$ cat src/rtl/cnn_batch_ctrl.sv
// Batch sequencer: copies each stored image into the cnn IF1 BRAM, runs the core, checks against the label.
// Optional define CNN_BATCH_STOP_ON_FAIL_EN ends the batch at the first failure or timeout.
module cnn_batch_ctrl #(
    parameter int IMG_WORDS = 256,
    parameter int N_IMG     = 16,
    parameter int RES_W     = 8,
    parameter int CNT_W     = 16,
    parameter int TIMEOUT   = 2000000,
    parameter int ADDR_STEP = 4
) (
    input  logic                       clk,
    input  logic                       rst,
    input  logic                       run,
    input  logic [$clog2(N_IMG+1)-1:0] n_img,
    output logic                       busy,
    output logic                       batch_done,
    output logic [31:0]                SRC_ADDR,
    output logic                       SRC_EN,
    input  logic [31:0]                SRC_DOUT,
    output logic [31:0]                IF1_ADDR,
    output logic                       IF1_EN,
    output logic [3:0]                 IF1_WE,
    output logic [31:0]                IF1_DIN,
    output logic                       core_start,
    input  logic                       core_done,
    input  logic [RES_W-1:0]           core_result,
    output logic [CNT_W-1:0]           pass_cnt,
    output logic [CNT_W-1:0]           fail_cnt,
    output logic [CNT_W-1:0]           timeout_cnt,
    output logic [RES_W-1:0]           last_result,
    output logic [$clog2(N_IMG)-1:0]   first_fail,
    output logic                       first_fail_vld
);
    localparam int NW = $clog2(N_IMG + 1);
    localparam int FW = $clog2(N_IMG);
    localparam int LW = $clog2(IMG_WORDS + 2);
    localparam int TW = $clog2(TIMEOUT + 1);
`ifdef CNN_BATCH_STOP_ON_FAIL_EN
    localparam bit STOP_ON_FAIL = 1'b1;
`else
    localparam bit STOP_ON_FAIL = 1'b0;
`endif

    typedef enum logic [2:0] {
        S_IDLE, S_INIT, S_LOAD, S_START, S_WAIT, S_CHECK, S_NEXT, S_DONE
    } state_t;

    state_t           state;
    logic [NW-1:0]    n_lim;
    logic [NW-1:0]    img_idx;
    logic [LW-1:0]    ld_cnt;
    logic [TW-1:0]    wait_cnt;
    logic [31:0]      src_ptr;
    logic [RES_W-1:0] label;
    logic             batch_end;

    function automatic logic [CNT_W-1:0] sat_inc(input logic [CNT_W-1:0] v);
        return (&v) ? v : v + CNT_W'(1);
    endfunction

    // Records are contiguous, so src_ptr simply keeps counting across images.
    assign batch_end = (state == S_INIT) ? (n_lim == '0) : (img_idx + NW'(1) == n_lim);

    // NOTE: data passes straight from the source read port; gating on IF1_EN keeps it 0 in reset and idle.
    assign IF1_DIN = IF1_EN ? SRC_DOUT : '0;

    // NOTE: every register here is reset asynchronously and updated only with non-blocking assignments.
    always_ff @(posedge clk or negedge rst) begin
        if (!rst) begin
            state          <= S_IDLE;
            busy           <= 1'b0;
            batch_done     <= 1'b0;
            SRC_ADDR       <= '0;
            SRC_EN         <= 1'b0;
            IF1_ADDR       <= '0;
            IF1_EN         <= 1'b0;
            IF1_WE         <= '0;
            core_start     <= 1'b0;
            pass_cnt       <= '0;
            fail_cnt       <= '0;
            timeout_cnt    <= '0;
            last_result    <= '0;
            first_fail     <= '0;
            first_fail_vld <= 1'b0;
            n_lim          <= '0;
            img_idx        <= '0;
            ld_cnt         <= '0;
            wait_cnt       <= '0;
            src_ptr        <= '0;
            label          <= '0;
        end else begin
            core_start <= 1'b0;
            case (state)
                S_IDLE, S_DONE: begin
                    if (run) begin
                        state          <= S_INIT;
                        busy           <= 1'b1;
                        batch_done     <= 1'b0;
                        pass_cnt       <= '0;
                        fail_cnt       <= '0;
                        timeout_cnt    <= '0;
                        first_fail     <= '0;
                        first_fail_vld <= 1'b0;
                        img_idx        <= '0;
                        src_ptr        <= '0;
                        n_lim          <= (n_img > NW'(N_IMG)) ? NW'(N_IMG) : n_img;
                    end
                end
                S_INIT, S_NEXT: begin
                    if (state == S_NEXT) img_idx <= img_idx + NW'(1);
                    if (batch_end) begin
                        state      <= S_DONE;
                        busy       <= 1'b0;
                        batch_done <= 1'b1;
                    end else begin
                        state    <= S_LOAD;
                        ld_cnt   <= '0;
                        SRC_EN   <= 1'b1;
                        SRC_ADDR <= src_ptr;
                        src_ptr  <= src_ptr + 32'(ADDR_STEP);
                    end
                end
                S_LOAD: begin
                    ld_cnt <= ld_cnt + LW'(1);
                    // Read of word k+1 and write of IF1 word k are both set up at the end of cycle k.
                    if (ld_cnt < LW'(IMG_WORDS)) begin
                        SRC_EN   <= 1'b1;
                        SRC_ADDR <= src_ptr;
                        src_ptr  <= src_ptr + 32'(ADDR_STEP);
                        IF1_EN   <= 1'b1;
                        IF1_WE   <= 4'hF;
                        IF1_ADDR <= 32'(ld_cnt) * 32'(ADDR_STEP);
                    end else begin
                        SRC_EN <= 1'b0;
                        IF1_EN <= 1'b0;
                        IF1_WE <= '0;
                    end
                    if (ld_cnt == LW'(IMG_WORDS + 1)) begin
                        label      <= SRC_DOUT[RES_W-1:0];
                        core_start <= 1'b1;
                        state      <= S_START;
                    end
                end
                S_START: begin
                    state    <= S_WAIT;
                    wait_cnt <= '0;
                end
                S_WAIT: begin
                    if (core_done) begin
                        last_result <= core_result;
                        state       <= S_CHECK;
                    end else if (wait_cnt == TW'(TIMEOUT - 1)) begin
                        timeout_cnt <= sat_inc(timeout_cnt);
                        fail_cnt    <= sat_inc(fail_cnt);
                        if (!first_fail_vld) begin
                            first_fail     <= img_idx[FW-1:0];
                            first_fail_vld <= 1'b1;
                        end
                        if (STOP_ON_FAIL) begin
                            state      <= S_DONE;
                            busy       <= 1'b0;
                            batch_done <= 1'b1;
                        end else begin
                            state <= S_NEXT;
                        end
                    end else begin
                        wait_cnt <= wait_cnt + TW'(1);
                    end
                end
                S_CHECK: begin
                    if (last_result == label) begin
                        pass_cnt <= sat_inc(pass_cnt);
                        state    <= S_NEXT;
                    end else begin
                        fail_cnt <= sat_inc(fail_cnt);
                        if (!first_fail_vld) begin
                            first_fail     <= img_idx[FW-1:0];
                            first_fail_vld <= 1'b1;
                        end
                        if (STOP_ON_FAIL) begin
                            state      <= S_DONE;
                            busy       <= 1'b0;
                            batch_done <= 1'b1;
                        end else begin
                            state <= S_NEXT;
                        end
                    end
                end
                default: state <= S_IDLE;
            endcase
        end
    end
endmodule

$ cat config.mk
export PLATFORM = sky130hd
export DESIGN_NAME = cnn_batch_ctrl
export DESIGN_NICKNAME = d
export VERILOG_FILES = /design/src/rtl/cnn_batch_ctrl.sv
export SDC_FILE = /design/constraint.sdc
export NUM_CORES = 1
export LEC_CHECK = 0
export BUFFER_PORTS_ARGS = -buffer_cell sky130_fd_sc_hd__clkbuf_2
export CAP_MARGIN = 0
export CORE_MARGIN = 3
export CORE_UTILIZATION = 55
export DETAILED_ROUTE_END_ITERATION = 6
export GPL_TIMING_DRIVEN = 0
export PLACE_DENSITY = 0.81
export SLEW_MARGIN = 0
export SYNTH_ARGS = -nofsm -noshare
export SYNTH_HDL_FRONTEND = slang
export SYNTH_SLANG_ARGS = --single-unit
$ cat constraint.sdc
create_clock -name clk -period 3.5 [get_ports clk]
set_clock_uncertainty 0.05 [all_clocks]
set_input_delay 0.7 -clock clk [delete_from_list [all_inputs] [get_ports clk]]
set_output_delay 0.7 -clock clk [all_outputs]
set_load 0.02 [all_outputs]
==> results.yml <==
status:
  outcome: "complete, no violations"
placed_design:
  numPortBuffers: 189
  globalplace.congestion: 0.920
  hpwlAfterDp_um: 17200
global_route:
  grt_pass1_wl_um: 40500
  use_met3_pct: 5.24
  grtUsageMet1_pct: 34.2
  grt_overflow_total: 0
  grt_pass1_vias: 8195
  grt_usage_pct: 25.1
  antenna_found_initial: 0
  grt.busiest_layer: "met2"
  grt_max_degree: 97
  use_met2_pct: 40.9
yosys:
  synth_top_area_share_pct: 47.8
  syn-cell-area_mm2: 0.00973
  synth-adder-area-share_pct: 1.03
  synthArstFlopShare_pct: 100
  synth_xor_area_share_pct: 5.76
  yosys-mux-area-fraction_pct: 1.95
  synth_top_family_by_area: "simple AND/OR/NAND/NOR gates"
  synth_seq_area_share_pct: 47.8
  synth_edf_count: 0
  ys_ff_latch: 186
  synth_cell_types: 70
  yosysTopAreaCell: "dfrtp_1"
  synth_compound_area_share_pct: 10.0
  synth_ff_type: "dfrtp_1"
  syn_avg_cell_area_um2: 9.08
  synthTopCellsByArea: "dfrtp_1, nand2_1, xnor2_1"
  yosysWarnings: 0
  netlist_instances: 1072
  synth-simple-area-share_pct: 28.3
clock_network:
  root_buffer: "clkbuf_16"
  cts_tree: "done"
  post-cts-setup-buffers: 0
  hold_buffers: 0
  post_cts_resize_count: 0
  clock-sinks: 186
  clock_latency_ps: 440
  htreeDepth: 4
  numCtsBuffers: 17
  clk_pin_slew_ps: 70
  cts.path.max_buffers: 2
sta:
  hold_viol: 0
  rsz0062_at_grt: "no"
  worst-slew-pin-transition_ps: 766
  fin_crit_sh_pct: 79.3
  fin_crit_ps: 2770
  finalSetupViolCount: 0
  final_max_slew_viol_count: 0
  max_clock_freq_mhz: 361
  slew_headroom_pct: 48.5
power:
  power.density_mw_per_mm2: 702
  finalPower_mw: 8.22
  peakVddDrop_uv: 465
  power_frac_clock_pct: 24.8
  leakage_nw: 5.63
  p_seq_share_pct: 35.1
  power.switching_mw: 3.47
  p_sw_share_pct: 42.2
  intPower_mw: 4.75
  pwr-share-comb_pct: 40.1
critical_path:
  rr_worst_depth: 8
  end_kind: "flop"
  reg2reg_to: "src_ptr[13]"
  crit_required_ps: 3750
  path_max_fanout: 10
  start_kind: "flop"
  critical_path_class: "reg -> reg"
  reg2reg_slack_ps: 730
  reg2reg_from: "img_idx[0]"
  cp.arrival_ps: 3020
routing:
  finalWirelength_um: 24300
  viasPerCell: 5.64
  routed-via-count: 8699
  first_iter_violations: 734
  drc: 0
  detail-route-antenna-nets: 0
  routedWlPerCell_um: 15.8
  dr.pass1.iters: 5
layout:
  regArea_mm2: 0.00465
  final_nets: 1362
  area_growth_pct: 20.3
  multi_input_area_mm2: 0.00467
  final_cell_mix: "nand2_1, clkbuf_2, dfrtp_1, nor2_1, a21oi_1"
  final_common_cell: "nand2_1"
  nFillCells: 1432
  utilization_pct: 67.7
  diodes: 0
  final_layout_size_suffix_gt1_share_pct: 23.1
floorplan:
  rows: 48
  die_area_mm2: 0.0193
  pin_count: 215
  coreArea_mm2: 0.0173
  initial_utilization_pct: 56.3
  die_w_um: 139
  die_h_um: 139
run:
  cap_violations: 0
hold_path:
  hold_path_class: "in -> async"
[worst max-delay path: stages, from the launching register on]
cell and delay (ps):
dfrtp_1 460, ha_1 350, xor2_1 150, or4_4 430, nor4_4 490, a21oi_2 150, clkbuf_1 270, a21oi_1 210
a31oi_1 60
[registers in the layout, summed over array words and instances, names as in the netlist, 3 cells and up]
signal	count
wait_cnt	21
src_ptr	30
SRC_ADDR	30
last_result	8
img_idx	5
fail_cnt	16
label	8
state	3
n_lim	5
IF1_ADDR	9
pass_cnt	16
ld_cnt	9
timeout_cnt	16
first_fail	4
[metal layers]
layer / vias up / wire [um]
met2: 300 / 11800
li1: 4153 / -
met1: 4207 / 10600
met4: 0 / 396
met3: 39 / 1570
met5: - / 0
[kinds of logic (layout without fill, tap and decap cells)]
| logic type | after synthesis | after routing |
|---|---|---|
| buffers and inverters | 93 | 315 |
| other | 1 | 25 |
| adders and majority gates | 8 | 8 |
| muxes | 17 | 17 |
| DFF | 186 | 186 |
| xor gates and xnor gates | 64 | 64 |
| AOI/OAI and AO/OA | 162 | 162 |
| and+or+nand+nor | 541 | 541 |
[Yosys cell counts, drive strengths merged, types with 6 or more instances]
| library cell | n |
|---|---|
| inv | 15 |
| and2 | 37 |
| xnor2 | 46 |
| and3 | 22 |
| mux2 | 16 |
| or4 | 12 |
| xor2 | 18 |
| dfrtp | 186 |
| o31ai | 8 |
| buf | 50 |
| o21ai | 57 |
| or3 | 16 |
| nor2 | 92 |
| a21oi | 52 |
| ha | 8 |
| nor3 | 23 |
| a31oi | 9 |
| nand3 | 47 |
| nor4 | 21 |
| nand2 | 192 |
| clkbuf | 27 |
| nand4 | 37 |
| a21o | 7 |
| nor4b | 9 |
| nor2b | 6 |
[through the flow]
stage / worst slack (ps) / hold WS (ps) / std cells / TNS (ps) / area, um2
2_1_floorplan: 1070 / 354 / 1096 / 0 / 9820
6_report: 726 / 240 / 1543 / 0 / 11700
3_5_place_dp: 717 / 413 / 1511 / 0 / 11100
4_1_cts: 762 / 304 / 1543 / 0 / 11700
3_3_place_gp: -1780 / 410 / 1510 / -329590 / 11000
5_1_grt: 573 / 310 / 1543 / 0 / 11700
[worst max path at each step]
stage                  endpoint   startpoint  cells after the start  slack (ps)
finish              src_ptr[13]   img_idx[0]                      8         730
global route        pass_cnt[5]  pass_cnt[0]                      9         570
CTS                 src_ptr[20]   img_idx[0]                      8         760
detailed placement  fail_cnt[6]          run                      9         720
global placement    IF1_ADDR[3]          rst                      1       -1780
floorplan            src_ptr[3]   img_idx[0]                      7        1070
[power by group through the flow]
stage          combinational [mW]  sequential [mW]  clock [mW]
2_1_floorplan                2.04             3.08           0
3_3_place_gp                 3.18             2.90           0
3_5_place_dp                 3.25             2.91           0
4_1_cts                      3.28             2.88        2.07
5_1_grt                      3.60             2.94        2.17
6_report                     3.29             2.89        2.04
[cell type report]
type,instances,area share [%]
Buffer,77,3.69
Clock buffer,18,3.75
Clock inverter,14,1.57
Inverter,16,0.513
Multi-Input combinational cell,817,39.9
Sequential cell,186,39.8
Tap cell,225,2.40
Timing Repair Buffer,190,8.39
(Power assumes the default switching activity.)
